## src/rtl/dm_arbiter.sv

```systemverilog
// Two-master arbiter in front of a single-port data memory (negedge write,
// combinational read). Partial writes are done as read-modify-write.
module dm_arbiter #(
    parameter bit RR_EN = 1'b1
) (
    input  logic        clk,
    input  logic        rst_n,
    input  logic        m0_req,
    input  logic        m0_we,
    input  logic [3:0]  m0_be,
    input  logic [11:2] m0_addr,
    input  logic [31:0] m0_wdata,
    output logic [31:0] m0_rdata,
    output logic        m0_ack,
    input  logic        m1_req,
    input  logic        m1_we,
    input  logic [3:0]  m1_be,
    input  logic [11:2] m1_addr,
    input  logic [31:0] m1_wdata,
    output logic [31:0] m1_rdata,
    output logic        m1_ack,
    output logic [11:2] mem_addr,
    output logic        mem_we,
    output logic [31:0] mem_din,
    input  logic [31:0] mem_dout,
    output logic        busy,
    output logic        grant_id
);

    // state | meaning
    // IDLE  | waiting for a request, arbitrates on any req
    // XFER  | memory access with latched address (read / full write / RMW read)
    // WR    | second half of a partial write, merged word written
    // ACK   | one-cycle ack to the granted master
    typedef enum logic [1:0] {IDLE, XFER, WR, ACK} state_t;

    state_t      state_q;
    logic        gid_q;
    logic        we_q;
    logic [3:0]  be_q;
    logic [31:0] wdata_q;
    logic [11:2] mem_addr_q;
    logic        mem_we_q;
    logic [31:0] mem_din_q;
    logic [31:0] m0_rdata_q;
    logic [31:0] m1_rdata_q;
    logic        m0_ack_q;
    logic        m1_ack_q;

    logic        win_d;
    logic        sel_we;
    logic [3:0]  sel_be;
    logic [11:2] sel_addr;
    logic [31:0] sel_wdata;
    logic [31:0] merged_d;

    always_comb begin
        win_d = 1'b0;
        if (m0_req && m1_req) begin
            win_d = RR_EN ? ~gid_q : 1'b0;
        end else begin
            win_d = m1_req;
        end
        sel_we    = win_d ? m1_we    : m0_we;
        sel_be    = win_d ? m1_be    : m0_be;
        sel_addr  = win_d ? m1_addr  : m0_addr;
        sel_wdata = win_d ? m1_wdata : m0_wdata;
        merged_d  = '0;
        for (int i = 0; i < 4; i++) begin
            merged_d[8*i +: 8] = be_q[i] ? wdata_q[8*i +: 8] : mem_dout[8*i +: 8];
        end
    end

    always_ff @(posedge clk) begin
        if (!rst_n) begin
            state_q    <= IDLE;
            gid_q      <= 1'b1;
            we_q       <= 1'b0;
            be_q       <= 4'h0;
            wdata_q    <= 32'h0;
            mem_addr_q <= '0;
            mem_we_q   <= 1'b0;
            mem_din_q  <= 32'h0;
            m0_rdata_q <= 32'h0;
            m1_rdata_q <= 32'h0;
            m0_ack_q   <= 1'b0;
            m1_ack_q   <= 1'b0;
        end else begin
            m0_ack_q <= 1'b0;
            m1_ack_q <= 1'b0;
            mem_we_q <= 1'b0;
            case (state_q)
                IDLE: begin
                    if (m0_req || m1_req) begin
                        gid_q      <= win_d;
                        we_q       <= sel_we;
                        be_q       <= sel_be;
                        wdata_q    <= sel_wdata;
                        mem_addr_q <= sel_addr;
                        mem_din_q  <= sel_wdata;
                        // full writes go out in XFER, so the strobe is set on grant
                        mem_we_q   <= sel_we && (sel_be == 4'hF);
                        state_q    <= XFER;
                    end
                end
                XFER: begin
                    if (we_q && (be_q != 4'h0) && (be_q != 4'hF)) begin
                        mem_din_q <= merged_d;
                        mem_we_q  <= 1'b1;
                        state_q   <= WR;
                    end else begin
                        if (!we_q) begin
                            if (gid_q) m1_rdata_q <= mem_dout;
                            else       m0_rdata_q <= mem_dout;
                        end
                        m0_ack_q <= ~gid_q;
                        m1_ack_q <= gid_q;
                        state_q  <= ACK;
                    end
                end
                WR: begin
                    m0_ack_q <= ~gid_q;
                    m1_ack_q <= gid_q;
                    state_q  <= ACK;
                end
                default: begin
                    state_q <= IDLE;
                end
            endcase
        end
    end

    // A reset arriving before the negedge suppresses the pending write.
    assign mem_we   = mem_we_q & rst_n;
    assign mem_addr = mem_addr_q;
    assign mem_din  = mem_din_q;
    assign m0_rdata = m0_rdata_q;
    assign m1_rdata = m1_rdata_q;
    assign m0_ack   = m0_ack_q;
    assign m1_ack   = m1_ack_q;
    assign busy     = (state_q != IDLE);
    assign grant_id = gid_q;

endmodule

```

## config.mk

```make
export PLATFORM = sky130hd
export DESIGN_NAME = dm_arbiter
export DESIGN_NICKNAME = d
export VERILOG_FILES = /design/src/rtl/dm_arbiter.sv
export SDC_FILE = /design/constraint.sdc
export NUM_CORES = 1
export LEC_CHECK = 0
export BUFFER_PORTS_ARGS = -buffer_cell sky130_fd_sc_hd__buf_2
export CAP_MARGIN = 0
export CORE_MARGIN = 1.5
export CORE_UTILIZATION = 30
export DETAILED_ROUTE_END_ITERATION = 10
export PLACE_DENSITY = 0.52
export SYNTH_ARGS = -nofsm -noshare
export SYNTH_HDL_FRONTEND = slang
export SYNTH_SLANG_ARGS = --single-unit
export TNS_END_PERCENT = 1
```

## constraint.sdc

```tcl
create_clock -name clk -period 2.4 [get_ports clk]
set_input_delay 0.48 -clock clk [delete_from_list [all_inputs] [get_ports clk]]
set_output_delay 0.48 -clock clk [all_outputs]
set_load 0.01 [all_outputs]
```

==> results of run 1 <==
[cell usage in the layout, fill, tap and decap left out, types with 2 or more instances in the layout]
cell | Yosys | layout
sky130_fd_sc_hd__buf_2 | 13 | 239
sky130_fd_sc_hd__nand2_1 | 178 | 178
sky130_fd_sc_hd__dfxtp_1 | 149 | 149
sky130_fd_sc_hd__a21boi_0 | 66 | 66
sky130_fd_sc_hd__mux2i_1 | 47 | 47
sky130_fd_sc_hd__o211a_1 | 46 | 46
sky130_fd_sc_hd__a21boi_1 | 32 | 32
sky130_fd_sc_hd__nor2b_1 | 31 | 31
sky130_fd_sc_hd__a211oi_1 | 31 | 31
sky130_fd_sc_hd__a2111o_1 | 31 | 31
sky130_fd_sc_hd__o21ai_1 | 26 | 25
sky130_fd_sc_hd__clkbuf_16 | 0 | 17
sky130_fd_sc_hd__buf_4 | 2 | 16
sky130_fd_sc_hd__o21ai_0 | 9 | 9
sky130_fd_sc_hd__buf_12 | 0 | 9
sky130_fd_sc_hd__inv_1 | 5 | 4
sky130_fd_sc_hd__nand4_1 | 4 | 4
sky130_fd_sc_hd__ha_1 | 4 | 4
sky130_fd_sc_hd__clkinv_2 | 0 | 4
sky130_fd_sc_hd__bufinv_16 | 0 | 4
sky130_fd_sc_hd__nor2_1 | 4 | 3
sky130_fd_sc_hd__and2_1 | 2 | 2
sky130_fd_sc_hd__o211ai_1 | 2 | 2
sky130_fd_sc_hd__nand3_1 | 3 | 2
sky130_fd_sc_hd__clkinvlp_4 | 0 | 2
sky130_fd_sc_hd__clkinv_4 | 0 | 2
[final cells by class]
type	instances	area, um^2
clock inverter	13	181
multi-input combinational	532	3600
timing repair buffer	264	1500
inverter	5	18.8
tap	285	357
clock buffer	18	439
fill	2296	13600
sequential	149	2980
[sequential cells by signal, summed over array words and instances (netlist names), 2 cells and up]
| name | flops |
|---|---|
| mem_din | 32 |
| mem_addr | 10 |
| m0_rdata | 32 |
| wdata_q | 32 |
| be_q | 4 |
| m1_rdata | 32 |
| state_q | 2 |
[cells in the mapped netlist, drive strengths merged (2+ instances only)]
library cell    n  share of area
o211ai          2         0.0022
nand3           3         0.0022
o211a          46          0.067
a211oi         31          0.034
a21boi         99           0.11
nand4           4         0.0036
nor3            2         0.0014
inv             5         0.0027
clkbuf         52          0.028
buf            22          0.022
nor2b          31          0.028
and2            2         0.0018
dfxtp         149           0.43
ha              4         0.0072
a2111o         31          0.051
nor2            4         0.0022
o21ai          35          0.025
nand2         178          0.097
mux2i          47          0.068
[final timing paths]
| path | startpoint | to |
|---|---|---|
| worst max-delay path | state_q[0] | mem_din[21] |
| worst min-delay path | mem_dout[18] | m1_rdata[18] |
| worst max register to register | state_q[0] | mem_din[21] |
| worst min register to register | m0_rdata[4] | m0_rdata[4] |
[worst max-delay path, stage by stage, from the launching register on]
cell and delay, ns:
sky130_fd_sc_hd__dfxtp_1 0.34, sky130_fd_sc_hd__inv_1 0.08, sky130_fd_sc_hd__ha_1 0.36, sky130_fd_sc_hd__or3b_1 0.46, sky130_fd_sc_hd__o21ai_4 0.10, sky130_fd_sc_hd__buf_12 0.27, sky130_fd_sc_hd__o21ai_0 0.15, sky130_fd_sc_hd__a21boi_1 0.17
[cell families (layout without fill, tap and decap cells)]
group	after synthesis	after routing	synth area share
muxes	48	48	0.0697
AOI/OAI and AO/OA	250	250	0.296
and+or+nand+nor	230	230	0.143
buffers and inverters	79	300	0.0529
adders and majority gates	4	4	0.00724
DFF	149	149	0.432
[per-layer routing]
metal | global-route usage | vias up
li1 | - | 3137
met1 | 0.225 | 2919
met2 | 0.290 | 172
met3 | 0.0460 | 12
met4 | 0.0394 | 0
met5 | 0 | -
[through the flow]
step            util  std cells  setup slack [ns]  power, W  cell area (um^2)
2_1_floorplan      -        760             0.500   0.00657              6910
3_3_place_gp   0.373       1235             0.413   0.00813              8450
3_5_place_dp   0.373       1235             0.371   0.00816              8450
4_1_cts        0.401       1266             0.344    0.0111              9070
5_1_grt        0.401       1266             0.237    0.0117              9070
6_report       0.401       1266             0.327    0.0109              9070
[power breakdown]
part	leakage, nW	total (W)	switching (W)	internal (W)
clock	0.302	0.00285	0.00109	0.00176
sequential	1.22	0.00351	0.000350	0.00316
combinational	2.72	0.00454	0.00272	0.00182
total	4.25	0.0109	0.00416	0.00674
==> out/metrics.cfg, run 1 <==
[floorplan]
initial_core_util=0.305
die_h_um=155
die-area_um2=23900
dieWidth_um=155
io_pins=241
std_cell_rows=55
fp.coreArea_um2=22600

[sta]
tns_ns=0
hold_viol=0
drv_slew=0
period_minus_slack_ns=2.07
fin_worst_hold_slack_ns=0.332
max_freq_ghz=0.482
worst_clock_skew_ns=0.0118
finalSetupViolCount=0
layout_worst_path_cycle_share=0.864
relSlewSlack=0.673
unrepaired_setup_endpoints_after_global_routing=false
tightest_slew_ns=0.490

[route]
detail-route-antenna-nets=0
met1Wirelength_mm=9.69
post_route_drc=0
drtPass1Iterations=5
wl_per_cell_um=16.4
wl_met3_mm=1.21
drt-initial-drc-count=276
num_vias=6240
wirelength_mm=20.7
route.detailed.vias_per_inst=4.93
top_layer_used=met4
met2_wirelength_mm=9.68

[logic_synthesis]
yosys_warnings=0
ys.flop_type=sky130_fd_sc_hd__dfxtp_1
synthCells=760
synth.ff_latch_count=149
postSynthNetCount=894
syn-mean-instance-area_um2=9.09
synth_cell_type_count=38
async_reset_ff_frac=0
syn_area_um2=6910
seq_area_frac_synth=0.432
synth_enable_flop_cells=0

[global_routing]
overall_fraction_of_global_route_tracks_in_use=0.174
global_route_wire_length_before_repair_mm=33.0
number_of_antenna_violations_at_the_first_check_in_global_routing=0
first_global_vias=6062
grt_start_max_net_pins=68
grt_overflow_total=0

[finish]
nNetsFinal=1103
area_growth_pct=31.3
final_layout_size_suffix_gt1_frac=0.311
antenna_cells_inserted=0

[clock_tree]
cts_max_level=4
cts-buffers-inserted=17
clock_sink_count=149
worst_skew_pair.late_latency_ns=0.41
clockRootBuffer=sky130_fd_sc_hd__clkbuf_16
clock_slew_at_reported_path_ffs_ns=0.07
tritoncts_clock_tree=done
cts.repair_timing.setup_buffer_count=0
ctsLongestPathBuffers=2
post_cts_resize_count=0
cts.hold.buffers_added=0

[pwr]
power.ir.vdd_worst_mv=0.471
pwr_density_cell_nw_per_um2=1200
power_leakage_nw=4.25

[setup_path]
crit_path_start_kind=flop
worst_setup_path_end_kind=flop
r2r_cells=7
critical_path.max_fanout=64
arrival_ns=2.41
crit_type=reg2reg
setup.reg_to_reg.worst_slack_ns=0.33
crit_required_ns=2.74

[placement]
place_congestion=0.710
place.port_buffers=240
hpwlAfterDp_mm=14.4

[min_path]
min_path_type=in2reg
min_delay_path_depth=3

[flow_run]
drv_cap=0

[run_status]
status=finished clean

Note: power is estimated with default switching activity, not from simulation.
==> inputs of run 2 (changes only) <==
==> constraint.sdc (replaced) <==
create_clock -name clk -period 2.4 [get_ports clk]
set_input_delay 0.12 -clock clk [delete_from_list [all_inputs] [get_ports clk]]
set_output_delay 0.12 -clock clk [all_outputs]
set_load 0.01 [all_outputs]
==> out/metrics.cfg, run 2 (synthesis results as in run 1) <==
[run_status]
status=finished clean

[clock_tree]
post_cts_resize_count=0
tritoncts_clock_tree=done
clock_sink_count=149
ctsLongestPathBuffers=2
cts_max_level=4
clock_slew_at_reported_path_ffs_ns=0.07
cts-buffers-inserted=17
cts.repair_timing.setup_buffer_count=0
worst_skew_pair.late_latency_ns=0.41
clockRootBuffer=sky130_fd_sc_hd__clkbuf_16

[floorplan]
fp.coreArea_um2=22600
std_cell_rows=55
dieWidth_um=155
die-area_um2=23900
die_h_um=155
io_pins=241
initial_core_util=0.305

[sta]
max_freq_ghz=0.483
worst_clock_skew_ns=0.00995
layout_worst_path_cycle_share=0.863
relSlewSlack=0.660
period_minus_slack_ns=2.07
tightest_slew_ns=0.510
drv_slew=0
hold_viol=0
finalSetupViolCount=0
unrepaired_setup_endpoints_after_global_routing=false
tns_ns=0

[route]
post_route_drc=0
num_vias=6322
drtPass1Iterations=4
wl_met3_mm=1.06
wl_per_cell_um=16.1
drt-initial-drc-count=202
met1Wirelength_mm=9.82
met2_wirelength_mm=9.74
top_layer_used=met4
detail-route-antenna-nets=0
route.detailed.vias_per_inst=4.87
wirelength_mm=20.9

[setup_path]
crit_type=reg2reg
critical_path_buf_inv_count=2
crit_required_ns=2.74
worst_setup_path_end_kind=flop
critical_path.max_fanout=34
path_depth=7
setup.reg_to_reg.worst_slack_ns=0.33
regToRegEndpoint=mem_din[31]
worst_path_max_delay_cell=sky130_fd_sc_hd__or3b_1
critical-path-max-stage-delay_ns=0.45
worstReg2RegStart=state_q[0]
path_cells=inv_1 -> ha_1 -> or3b_1 -> o21ai_4 -> buf_4 -> o21ai_1 -> a21boi_1
cpLargestDelayFamily=buffers and inverters
arrival_ns=2.41
crit_path_start_kind=flop
r2r_cells=7
setup.worst_path.start=state_q[0]
worstSetupEndpoint=mem_din[31]

[pwr]
pwr_density_cell_nw_per_um2=1180
power_leakage_nw=4.39
fin_total_pwr_w=0.0111
power.ir.vdd_worst_mv=0.613

[flow_run]
drv_cap=0

[finish]
area_growth_pct=36.1
multi_input_area_um2=3600
nNetsFinal=1134
register_area_um2=2980
layout_common_cells=sky130_fd_sc_hd__buf_2 (239), sky130_fd_sc_hd__nand2_1 (178), sky130_fd_sc_hd__dfxtp_1 (149)
final.fill_count=2258
most_common_cell_after_layout_fill_and_taps_aside=sky130_fd_sc_hd__buf_2
final_layout_size_suffix_gt1_frac=0.301
antenna_cells_inserted=0

[placement]
hpwlAfterDp_mm=14.6
place.port_buffers=240
place_congestion=0.735

[global_routing]
overall_fraction_of_global_route_tracks_in_use=0.174
first_global_vias=6150
number_of_antenna_violations_at_the_first_check_in_global_routing=0
grt_overflow_total=0
grt_start_max_net_pins=59
global_route_wire_length_before_repair_mm=33.1

[min_path]
min_path_type=in2reg

run 2: worst min-delay path by stage:
stage          depth (start not counted)   startpoint  slack (ns)     endpoint
2_1_floorplan                          2  mem_dout[0]        0.26  m0_rdata[0]
3_3_place_gp                           3  mem_dout[9]        0.40  m1_rdata[9]
3_5_place_dp                           3  mem_dout[8]        0.40  m1_rdata[8]
4_1_cts                                4   m0_addr[4]        0.03  mem_addr[4]
5_1_grt                                4   m0_addr[8]        0.06  mem_addr[8]
6_report                               4   m0_addr[4]        0.05  mem_addr[4]
run 2: metal layers:
layer,vias to the layer above,track usage
met5,-,0
li1,3199,-
met2,181,0.294
met4,0,0.0449
met1,2927,0.223
met3,15,0.0406
run 2: power by group:
part / total [W] / leakage, nW / internal (W) / switching, W
sequential: 0.00350 / 1.22 / 0.00316 / 0.000347
clock: 0.00293 / 0.313 / 0.00179 / 0.00114
combinational: 0.00462 / 2.85 / 0.00187 / 0.00275
run 2: repair_timing:
item	4_1_cts	5_1_grt
hold endpoints to repair	64	0
endpoints found under the setup margin	0	0
hold buffers	32	0
run 2: worst reg2reg max path, delay by kind of cell, from the launching register on:
kind | cells | cell delay [ns]
AO/OA/AOI/OAI | 3 | 0.40
adder cells (fa/ha/maj) | 1 | 0.36
AND/OR/NAND/NOR | 1 | 0.45
buffers and inverters | 2 | 0.46
flip-flops | 1 | 0.34
run 2: per-stage QoR:
step	util	hold WS (ns)	instances	cell area (um^2)	setup slack, ns
2_1_floorplan	-	0.265	760	6910	0.500
3_3_place_gp	0.373	0.397	1234	8450	0.420
3_5_place_dp	0.373	0.405	1234	8450	0.342
4_1_cts	0.415	0.0343	1298	9400	0.330
5_1_grt	0.415	0.0562	1298	9400	0.161
6_report	0.415	0.0520	1298	9400	0.328
run 2: layout make-up:
type,count,share of cell area
Clock buffer,18,0.0467
Inverter,5,0.00200
Multi-Input combinational cell,532,0.383
Timing Repair Buffer,295,0.192
Sequential cell,149,0.317
Tap cell,285,0.0379
Clock inverter,14,0.0210
